<file path="config.mk">
export PLATFORM = sky130hd
export DESIGN_NAME = ex_flag_stage_flat
export DESIGN_NICKNAME = d
export VERILOG_FILES = /design/src/rtl/ex_flag_stage_if.sv /design/src/rtl/ex_flag_stage.sv /design/src/flat_wrapper.sv
export SDC_FILE = /design/constraint.sdc
export NUM_CORES = 1
export LEC_CHECK = 0
export CORE_MARGIN = 1.5
export CORE_UTILIZATION = 40
export DETAILED_ROUTE_END_ITERATION = 8
export GPL_TIMING_DRIVEN = 1
export PLACE_DENSITY_LB_ADDON = 0.3
export SKIP_LAST_GASP = 1
export SLEW_MARGIN = 15
export SYNTH_ARGS = -nofsm -noshare
export SYNTH_HDL_FRONTEND = slang
export SYNTH_SLANG_ARGS = --single-unit
</file>
<file path="constraint.sdc">
create_clock -name clk -period 1.9 [get_ports clk]
set_input_delay 0.19 -clock clk [delete_from_list [all_inputs] [get_ports clk]]
set_output_delay 0.19 -clock clk [all_outputs]
set_load 0.05 [all_outputs]
</file>
<file path="src/rtl/ex_flag_stage_if.sv">
// EX/MEM boundary bundle: EX-side inputs, hazard controls, branch query and MEM-side results.
// The master drives the EX side; the slave (the stage) drives MEM outputs and branch status.
interface ex_flag_stage_if #(
    parameter int unsigned DW = 16,
    parameter int unsigned RW = 4
);
    logic          ex_valid;
    logic [3:0]    ex_opcode;
    logic [DW-1:0] alu_result;
    logic          alu_zero;
    logic          alu_ovf;
    logic [RW-1:0] ex_dst;
    logic          ex_wr_en;
    logic          stall;
    logic          flush;
    logic          br_valid;
    logic [2:0]    br_ccc;
    logic          br_taken;
    logic          br_wait;
    logic          mem_valid;
    logic [3:0]    mem_opcode;
    logic [DW-1:0] mem_result;
    logic [RW-1:0] mem_dst;
    logic          mem_wr_en;
    logic          flag_z;
    logic          flag_v;
    logic          flag_n;

    modport master (
        output ex_valid, ex_opcode, alu_result, alu_zero, alu_ovf, ex_dst, ex_wr_en,
        output stall, flush, br_valid, br_ccc,
        input  br_taken, br_wait, mem_valid, mem_opcode, mem_result, mem_dst, mem_wr_en,
        input  flag_z, flag_v, flag_n
    );

    modport slave (
        input  ex_valid, ex_opcode, alu_result, alu_zero, alu_ovf, ex_dst, ex_wr_en,
        input  stall, flush, br_valid, br_ccc,
        output br_taken, br_wait, mem_valid, mem_opcode, mem_result, mem_dst, mem_wr_en,
        output flag_z, flag_v, flag_n
    );
endinterface

</file>
<file path="src/rtl/ex_flag_stage.sv">
// EX/MEM pipeline register with Z/V/N flag register and branch condition evaluation.
// Optional macro FLAG_BYPASS_EN: branches see next-state flags instead of waiting a cycle.
module ex_flag_stage #(
    parameter int unsigned DW = 16,
    parameter int unsigned RW = 4
) (
    input logic           clk,
    input logic           rst_n,
    ex_flag_stage_if.slave bus
);
    logic          w_adv;
    logic          w_q;
    logic          w_set_all;
    logic          w_set_z;
    logic          w_z_d;
    logic          w_v_d;
    logic          w_n_d;
    logic          w_f_z;
    logic          w_f_v;
    logic          w_f_n;
    logic          w_cond;
    logic          w_wait;

    logic          r_z;
    logic          r_v;
    logic          r_n;
    logic          r_mem_valid;
    logic [3:0]    r_mem_opcode;
    logic [DW-1:0] r_mem_result;
    logic [RW-1:0] r_mem_dst;
    logic          r_mem_wr_en;

    function automatic logic cond_eval(input logic [2:0] ccc, input logic z, input logic v,
                                       input logic n);
        logic c;
        c = 1'b0;
        case (ccc)
            3'b000:  c = ~z;
            3'b001:  c = z;
            3'b010:  c = ~z & ~n;
            3'b011:  c = n;
            3'b100:  c = z | (~z & ~n);
            3'b101:  c = n | z;
            3'b110:  c = v;
            default: c = 1'b1;
        endcase
        return c;
    endfunction

    assign w_adv     = ~bus.stall & ~bus.flush;
    assign w_q       = bus.ex_valid & w_adv;
    assign w_set_all = (bus.ex_opcode == 4'b0000) | (bus.ex_opcode == 4'b0001);
    assign w_set_z   = w_set_all | (bus.ex_opcode == 4'b0010) | (bus.ex_opcode == 4'b0100) |
                       (bus.ex_opcode == 4'b0101) | (bus.ex_opcode == 4'b0110);

    always_comb begin
        w_z_d = r_z;
        w_v_d = r_v;
        w_n_d = r_n;
        if (w_q && w_set_z) begin
            w_z_d = bus.alu_zero;
        end
        if (w_q && w_set_all) begin
            w_v_d = bus.alu_ovf;
            w_n_d = bus.alu_result[DW-1];
        end
    end

    always_ff @(posedge clk or negedge rst_n) begin
        if (!rst_n) begin
            r_z <= 1'b0;
            r_v <= 1'b0;
            r_n <= 1'b0;
        end else begin
            r_z <= w_z_d;
            r_v <= w_v_d;
            r_n <= w_n_d;
        end
    end

    // Flush only kills valid/wr_en; the payload fields are don't-care while invalid.
    always_ff @(posedge clk or negedge rst_n) begin
        if (!rst_n) begin
            r_mem_valid  <= 1'b0;
            r_mem_opcode <= '0;
            r_mem_result <= '0;
            r_mem_dst    <= '0;
            r_mem_wr_en  <= 1'b0;
        end else if (bus.flush) begin
            r_mem_valid <= 1'b0;
            r_mem_wr_en <= 1'b0;
        end else if (!bus.stall) begin
            r_mem_valid  <= bus.ex_valid;
            r_mem_opcode <= bus.ex_opcode;
            r_mem_result <= bus.alu_result;
            r_mem_dst    <= bus.ex_dst;
            r_mem_wr_en  <= bus.ex_wr_en & bus.ex_valid;
        end
    end

`ifdef FLAG_BYPASS_EN
    assign w_f_z  = w_z_d;
    assign w_f_v  = w_v_d;
    assign w_f_n  = w_n_d;
    assign w_wait = 1'b0;
`else
    assign w_f_z  = r_z;
    assign w_f_v  = r_v;
    assign w_f_n  = r_n;
    assign w_wait = bus.br_valid & bus.ex_valid & ~bus.flush & w_set_z;
`endif

    assign w_cond         = cond_eval(bus.br_ccc, w_f_z, w_f_v, w_f_n);
    assign bus.br_wait    = w_wait;
    assign bus.br_taken   = bus.br_valid & ~w_wait & w_cond;
    assign bus.mem_valid  = r_mem_valid;
    assign bus.mem_opcode = r_mem_opcode;
    assign bus.mem_result = r_mem_result;
    assign bus.mem_dst    = r_mem_dst;
    assign bus.mem_wr_en  = r_mem_wr_en;
    assign bus.flag_z     = r_z;
    assign bus.flag_v     = r_v;
    assign bus.flag_n     = r_n;
endmodule

</file>
<file path="src/flat_wrapper.sv">
// flat-port wrapper written by rule: the top's interface ports become plain ports
module ex_flag_stage_flat 
#(
    parameter int unsigned DW = 16,
    parameter int unsigned RW = 4
)
  (clk, rst_n, bus_ex_valid, bus_ex_opcode, bus_alu_result, bus_alu_zero, bus_alu_ovf, bus_ex_dst, bus_ex_wr_en, bus_stall, bus_flush, bus_br_valid, bus_br_ccc, bus_br_taken, bus_br_wait, bus_mem_valid, bus_mem_opcode, bus_mem_result, bus_mem_dst, bus_mem_wr_en, bus_flag_z, bus_flag_v, bus_flag_n);
  ex_flag_stage_if #(.DW(DW), .RW(RW)) bus_i ();
  input logic clk;
  input logic rst_n;
  input wire logic [$bits(bus_i.ex_valid)-1:0] bus_ex_valid;
  input wire logic [$bits(bus_i.ex_opcode)-1:0] bus_ex_opcode;
  input wire logic [$bits(bus_i.alu_result)-1:0] bus_alu_result;
  input wire logic [$bits(bus_i.alu_zero)-1:0] bus_alu_zero;
  input wire logic [$bits(bus_i.alu_ovf)-1:0] bus_alu_ovf;
  input wire logic [$bits(bus_i.ex_dst)-1:0] bus_ex_dst;
  input wire logic [$bits(bus_i.ex_wr_en)-1:0] bus_ex_wr_en;
  input wire logic [$bits(bus_i.stall)-1:0] bus_stall;
  input wire logic [$bits(bus_i.flush)-1:0] bus_flush;
  input wire logic [$bits(bus_i.br_valid)-1:0] bus_br_valid;
  input wire logic [$bits(bus_i.br_ccc)-1:0] bus_br_ccc;
  output wire logic [$bits(bus_i.br_taken)-1:0] bus_br_taken;
  output wire logic [$bits(bus_i.br_wait)-1:0] bus_br_wait;
  output wire logic [$bits(bus_i.mem_valid)-1:0] bus_mem_valid;
  output wire logic [$bits(bus_i.mem_opcode)-1:0] bus_mem_opcode;
  output wire logic [$bits(bus_i.mem_result)-1:0] bus_mem_result;
  output wire logic [$bits(bus_i.mem_dst)-1:0] bus_mem_dst;
  output wire logic [$bits(bus_i.mem_wr_en)-1:0] bus_mem_wr_en;
  output wire logic [$bits(bus_i.flag_z)-1:0] bus_flag_z;
  output wire logic [$bits(bus_i.flag_v)-1:0] bus_flag_v;
  output wire logic [$bits(bus_i.flag_n)-1:0] bus_flag_n;
  assign bus_i.ex_valid = bus_ex_valid;
  assign bus_i.ex_opcode = bus_ex_opcode;
  assign bus_i.alu_result = bus_alu_result;
  assign bus_i.alu_zero = bus_alu_zero;
  assign bus_i.alu_ovf = bus_alu_ovf;
  assign bus_i.ex_dst = bus_ex_dst;
  assign bus_i.ex_wr_en = bus_ex_wr_en;
  assign bus_i.stall = bus_stall;
  assign bus_i.flush = bus_flush;
  assign bus_i.br_valid = bus_br_valid;
  assign bus_i.br_ccc = bus_br_ccc;
  assign bus_br_taken = bus_i.br_taken;
  assign bus_br_wait = bus_i.br_wait;
  assign bus_mem_valid = bus_i.mem_valid;
  assign bus_mem_opcode = bus_i.mem_opcode;
  assign bus_mem_result = bus_i.mem_result;
  assign bus_mem_dst = bus_i.mem_dst;
  assign bus_mem_wr_en = bus_i.mem_wr_en;
  assign bus_flag_z = bus_i.flag_z;
  assign bus_flag_v = bus_i.flag_v;
  assign bus_flag_n = bus_i.flag_n;
  ex_flag_stage #(.DW(DW), .RW(RW)) u_core (.clk(clk), .rst_n(rst_n), .bus(bus_i));
endmodule
</file>
# Word level (Yosys, flattened, before mapping)
# Index checks and enable logic that the tools add are counted.
# totals
regBits	29
# op_classes
eq_ne	12
n_mux	5
n_bitwise	21
reduce_logical	5
# op_table
operator	n
$eq 4x3->1 const B	3
$and 1x1->1	9
$eq 3x3->1 const B	3
$or 1x1->1	7
$pmux 1 s7	1
$eq 3x2->1 const B	2
$not 1->1	5
$eq 4x1->1 const B	1
$eq 4x2->1 const B	1
$logic_not 4->1	1
$mux 1	4
$eq 3x1->1 const B	1
$logic_not 3->1	1
$logic_and 1x1->1	2
$ne 2x1->1 const B	1
$reduce_and 2->1	1

# Longest topological paths before layout
# logic_depth
ltp_word	10
ltp_mapped	3

# Worst setup path before layout
# No wires, ideal clock.
# synth_timing
path_kind	register -> output
from	register u_core.r_n, in the netlist u_core.bus.flag_n
to	output bus_br_taken
arrival_time_ns	2.177
required_ns	1.710
path_slack_ns	-0.467
stages_incl_launch_ff	4
path_cell_list	dfrtp_1 -> mux2_2 -> o21ai_0 -> a211oi_1
# synth_via
elab_chain_len	5
# synth_rtl
element	line	text
start: declaration	ex_flag_stage.sv:26	logic r_n;
start signal: assignment	ex_flag_stage.sv:77	r_n <= w_n_d;
$not 1->1	ex_flag_stage.sv:40, ex_flag_stage.sv:42	
$and 1x1->1	ex_flag_stage.sv:40, ex_flag_stage.sv:42	
$or 1x1->1	ex_flag_stage.sv:42	3'b100: c = z | (~z & ~n);
$pmux 1 s7 *	ex_flag_stage.sv:37	case (ccc)
$and 1x1->1 *	ex_flag_stage.sv:115	assign bus.br_taken = bus.br_valid & ~w_wait & w_cond;
end: declaration	flat_wrapper.sv:22	output wire logic [$bits(bus_i.br_taken)-1:0] bus_br_taken;
# Mark *: on every way between the ends. The rest lies on a longest branch, timed or not.

# Final worst setup path
# Same ends and word-level chain as after synthesis.

==> summary.txt <==
Power
  – Pwr per Cell Area: 1020 nW/µm²
  – Leak pwr: 0.837 nW
  – Worst IR drop on VDD: 0.000566 V

CTS
  – Number of sinks driven by the clock tree: 29
  – Max Root-Sink Buffers: 2
  – Clock Pin Slew Worst Setup and Hold Paths: 0.09 ns
  – Clock latency at the later pin of the worst-skew pair: 0.32 ns
  – Number of H-tree levels: 2
  – Cell at the root of the clock tree: sky130_fd_sc_hd__clkbuf_4
  – TritonCTS clock tree: built
  – Number of buffers inserted during clock tree synthesis: 5

Synth
  – #FFs+latches synth: 29
  – Post-Syn Nets: 114
  – Area leader, netlist: sky130_fd_sc_hd__dfrtp_1
  – Fraction of synthesis flops using an asynchronous set or reset pin: 100%
  – Dominant cells by area after synthesis: sky130_fd_sc_hd__dfrtp_1, sky130_fd_sc_hd__mux2_2, sky130_fd_sc_hd__mux2_4, sky130_fd_sc_hd__a211oi_1, sky130_fd_sc_hd__or4b_4
  – Count of yosys warnings during synthesis: 0
  – Unique masters post-synth: 21
  – Dominant register cell in the synthesized netlist: sky130_fd_sc_hd__dfrtp_1
  – Post-synthesis instance total: 78
  – Post-Syn Area: 1200 µm²
  – Sequential element share of the synthesized area: 60.5%
  – Avg Cell Area, Syn: 15.4 µm²
  – Number of flops mapped to enable cells by yosys: 0
  – Top-area cell type share of the netlist area: 60.5%
  – Most used standard cell by instance count after synthesis: sky130_fd_sc_hd__dfrtp_1
  – Most numerous cell types in the synthesized netlist: sky130_fd_sc_hd__dfrtp_1, sky130_fd_sc_hd__mux2_2

Route
  – Routed WL: 2.84 mm
  – Vias after detailed routing: 948
  – Remaining routing DRC violations: 3
  – Detail-routed net length per standard cell: 15.3 µm
  – Number of violations reported at the end of detailed-routing iteration 0: 24
  – Number of routed nets with antenna violations: 0
  – DR pass1 iterations: 8
  – Number of vias per cell: 5.10

Final layout
  – Final nets: 190
  – Layout area overhead: 70.5%
  – Share of layout cells above drive strength 1: 31.6%
  – Number of inserted diodes: 0

Setup path
  – Delay of the slowest cell on the worst path: 0.43 ns
  – Critical R2R Launch: u_core.bus.flag_n
  – Cell breakdown of the critical path: or3b_4 > a311oi_2 > a211oi_2 > buf_6
  – Path type of the worst setup path: reg2out
  – Endpoint class of the critical path: primary output
  – Maximum fanout along the worst path: 6
  – Worst path slowest cell: sky130_fd_sc_hd__dfrtp_1
  – Data arrival time of the critical path: 1.69 ns
  – Setup crit start kind: flop
  – Reg-to-reg critical path endpoint: u_core.bus.flag_n
  – Required time reported for the critical path endpoint: 1.71 ns
  – Setup slack of the most critical reg-to-reg path: 0.96 ns
  – Register-to-Register Path Depth: 2

GRT
  – Aggregate global-route resource usage: 18.6%
  – Pin count of the biggest net entering global routing: 30
  – Vias in the first global route: 1033
  – Wire length of the first global-routing pass: 4.60 mm
  – Number of antenna violations at the first check in global routing: 0
  – Global route overflow: 0

Timing
  – Final setup slack of the worst path: 0.0179 ns
  – Least-Margin Pin Slew: 0.517 ns
  – Worst max-slew margin expressed relative to the limit: 65.4%
  – Unrepaired setup endpoints after global routing: yes
  – Time the final worst path needs with I/O delays and setup: 1.88 ns
  – Final number of max-transition violations: 0
  – Accumulated negative setup slack: 0 ns
  – Final count of hold timing violations: 0
  – Portion of the clock cycle consumed by the worst path in the final layout: 99.1%
  – Total setup violations reported at the end of the flow: 0
  – Fmax achieved: 531 MHz
  – Final Skew: 0 ns

Run status
  – Status: complete, but fails checks
  – Violated checks: DRC

Placement
  – RD Place Congestion: 0.700
  – Worst Setup Slack post-DPL: 0.0370 ns
  – Detailed placement HPWL: 2.06 mm
  – Number of buffers added on ports: 66

Floorplan
  – Die Span X: 57.7 µm
  – Std cell rows: 19
  – Total Die Area: 3330 µm²
  – Initial core utilization: 42.7%
  – Top-level port count: 67
  – Area of the placeable core: 2810 µm²
  – Vertical die dimension: 57.7 µm

Job
  – Count of maximum capacitance violations: 0

Worst hold path
  – Worst hold-check path type: in2async
## where the power goes
group / switching (mW) / total, mW / internal (mW)
clock: 0.212 / 0.526 / 0.314
combinational: 0.459 / 0.787 / 0.328
sequential: 0.0551 / 0.764 / 0.708
## sequential cells by signal, indices dropped and copies added (netlist names)
| name | cells |
|---|---|
| u_core.bus.flag_n | 1 |
| u_core.bus.flag_v | 1 |
| u_core.bus.flag_z | 1 |
| u_core.bus.mem_dst | 4 |
| u_core.bus.mem_opcode | 4 |
| u_core.bus.mem_result | 16 |
| u_core.bus.mem_valid | 1 |
| u_core.bus.mem_wr_en | 1 |
## timing repair
| item | CTS | global route |
|---|---|---|
| pin swaps | 0 | 1 |
| cloned | 0 | 0 |
| hold buffers | 0 | 0 |
| resized for setup | 1 | 3 |
| setup buffers | 0 | 1 |
| setup endpoints to repair | 1 | 1 |
## metrics by stage
step	total power, mW	std cells	utilization (%)	hold slack, ns	area (µm²)
2_1_floorplan	1.23	78	-	-0.106	1210
3_3_place_gp	1.54	177	69.0	0.489	1940
3_5_place_dp	1.55	177	69.0	0.495	1940
4_1_cts	2.09	185	72.3	0.239	2030
5_1_grt	2.17	186	72.8	0.246	2040
6_report	2.08	186	72.8	0.233	2040
## worst max path at each step
stage	start	endpoint	slack [ns]	depth (start not counted)
after floorplan	u_core.bus.flag_n	bus_br_taken	-0.01	3
after global placement	bus_br_ccc[1]	bus_br_taken	0.1	5
after detailed placement	bus_br_ccc[1]	bus_br_taken	0.04	5
after CTS	u_core.bus.flag_z	bus_br_taken	0.006	4
after global routing	u_core.bus.flag_n	bus_br_taken	-0.08	4
final	u_core.bus.flag_n	bus_br_taken	0.02	4
## worst max-delay path, delay by kind of cell, from the launching register on
kind | cells | cell delay [ns]
AOI/OAI and AO/OA | 2 | 0.38
buffers and inverters | 1 | 0.16
DFF | 1 | 0.43
and+or+nand+nor | 1 | 0.40
## final cells by class
cell class	instances	area [µm²]
clock buffers	7	55.1
flip-flops and latches	29	727
fillers	205	762
multi-input cells	47	483
clock inverters	1	30.0
well taps	31	38.8
repair buffers	71	709
## metal layers
metal | GRT usage (%) | vias up | part of all wire [%]
li1 | - | 435 | -
met1 | 20.5 | 471 | 40
met2 | 32.1 | 40 | 51
met3 | 8.26 | 2 | 8.5
met4 | 5.98 | 0 | 0.53
met5 | 0 | - | 0
## cells in the final DEF (no fill, tap or decap), types with 2 or more instances in the layout
cell	count
sky130_fd_sc_hd__clkdlybuf4s50_1	64
sky130_fd_sc_hd__mux2_2	26
sky130_fd_sc_hd__dfrtp_1	28
sky130_fd_sc_hd__mux2_4	2
sky130_fd_sc_hd__nand2b_1	2
sky130_fd_sc_hd__buf_4	5
sky130_fd_sc_hd__clkbuf_4	5
## cell families after synthesis
group | synth area share [%]
AO/OA/AOI/OAI | 3.44
buffers and inverters | 0.835
flip-flops | 60.5
multiplexers | 27.8
AND/OR/NAND/NOR | 7.41
No activity file was read; power rests on OpenSTA's default activity.
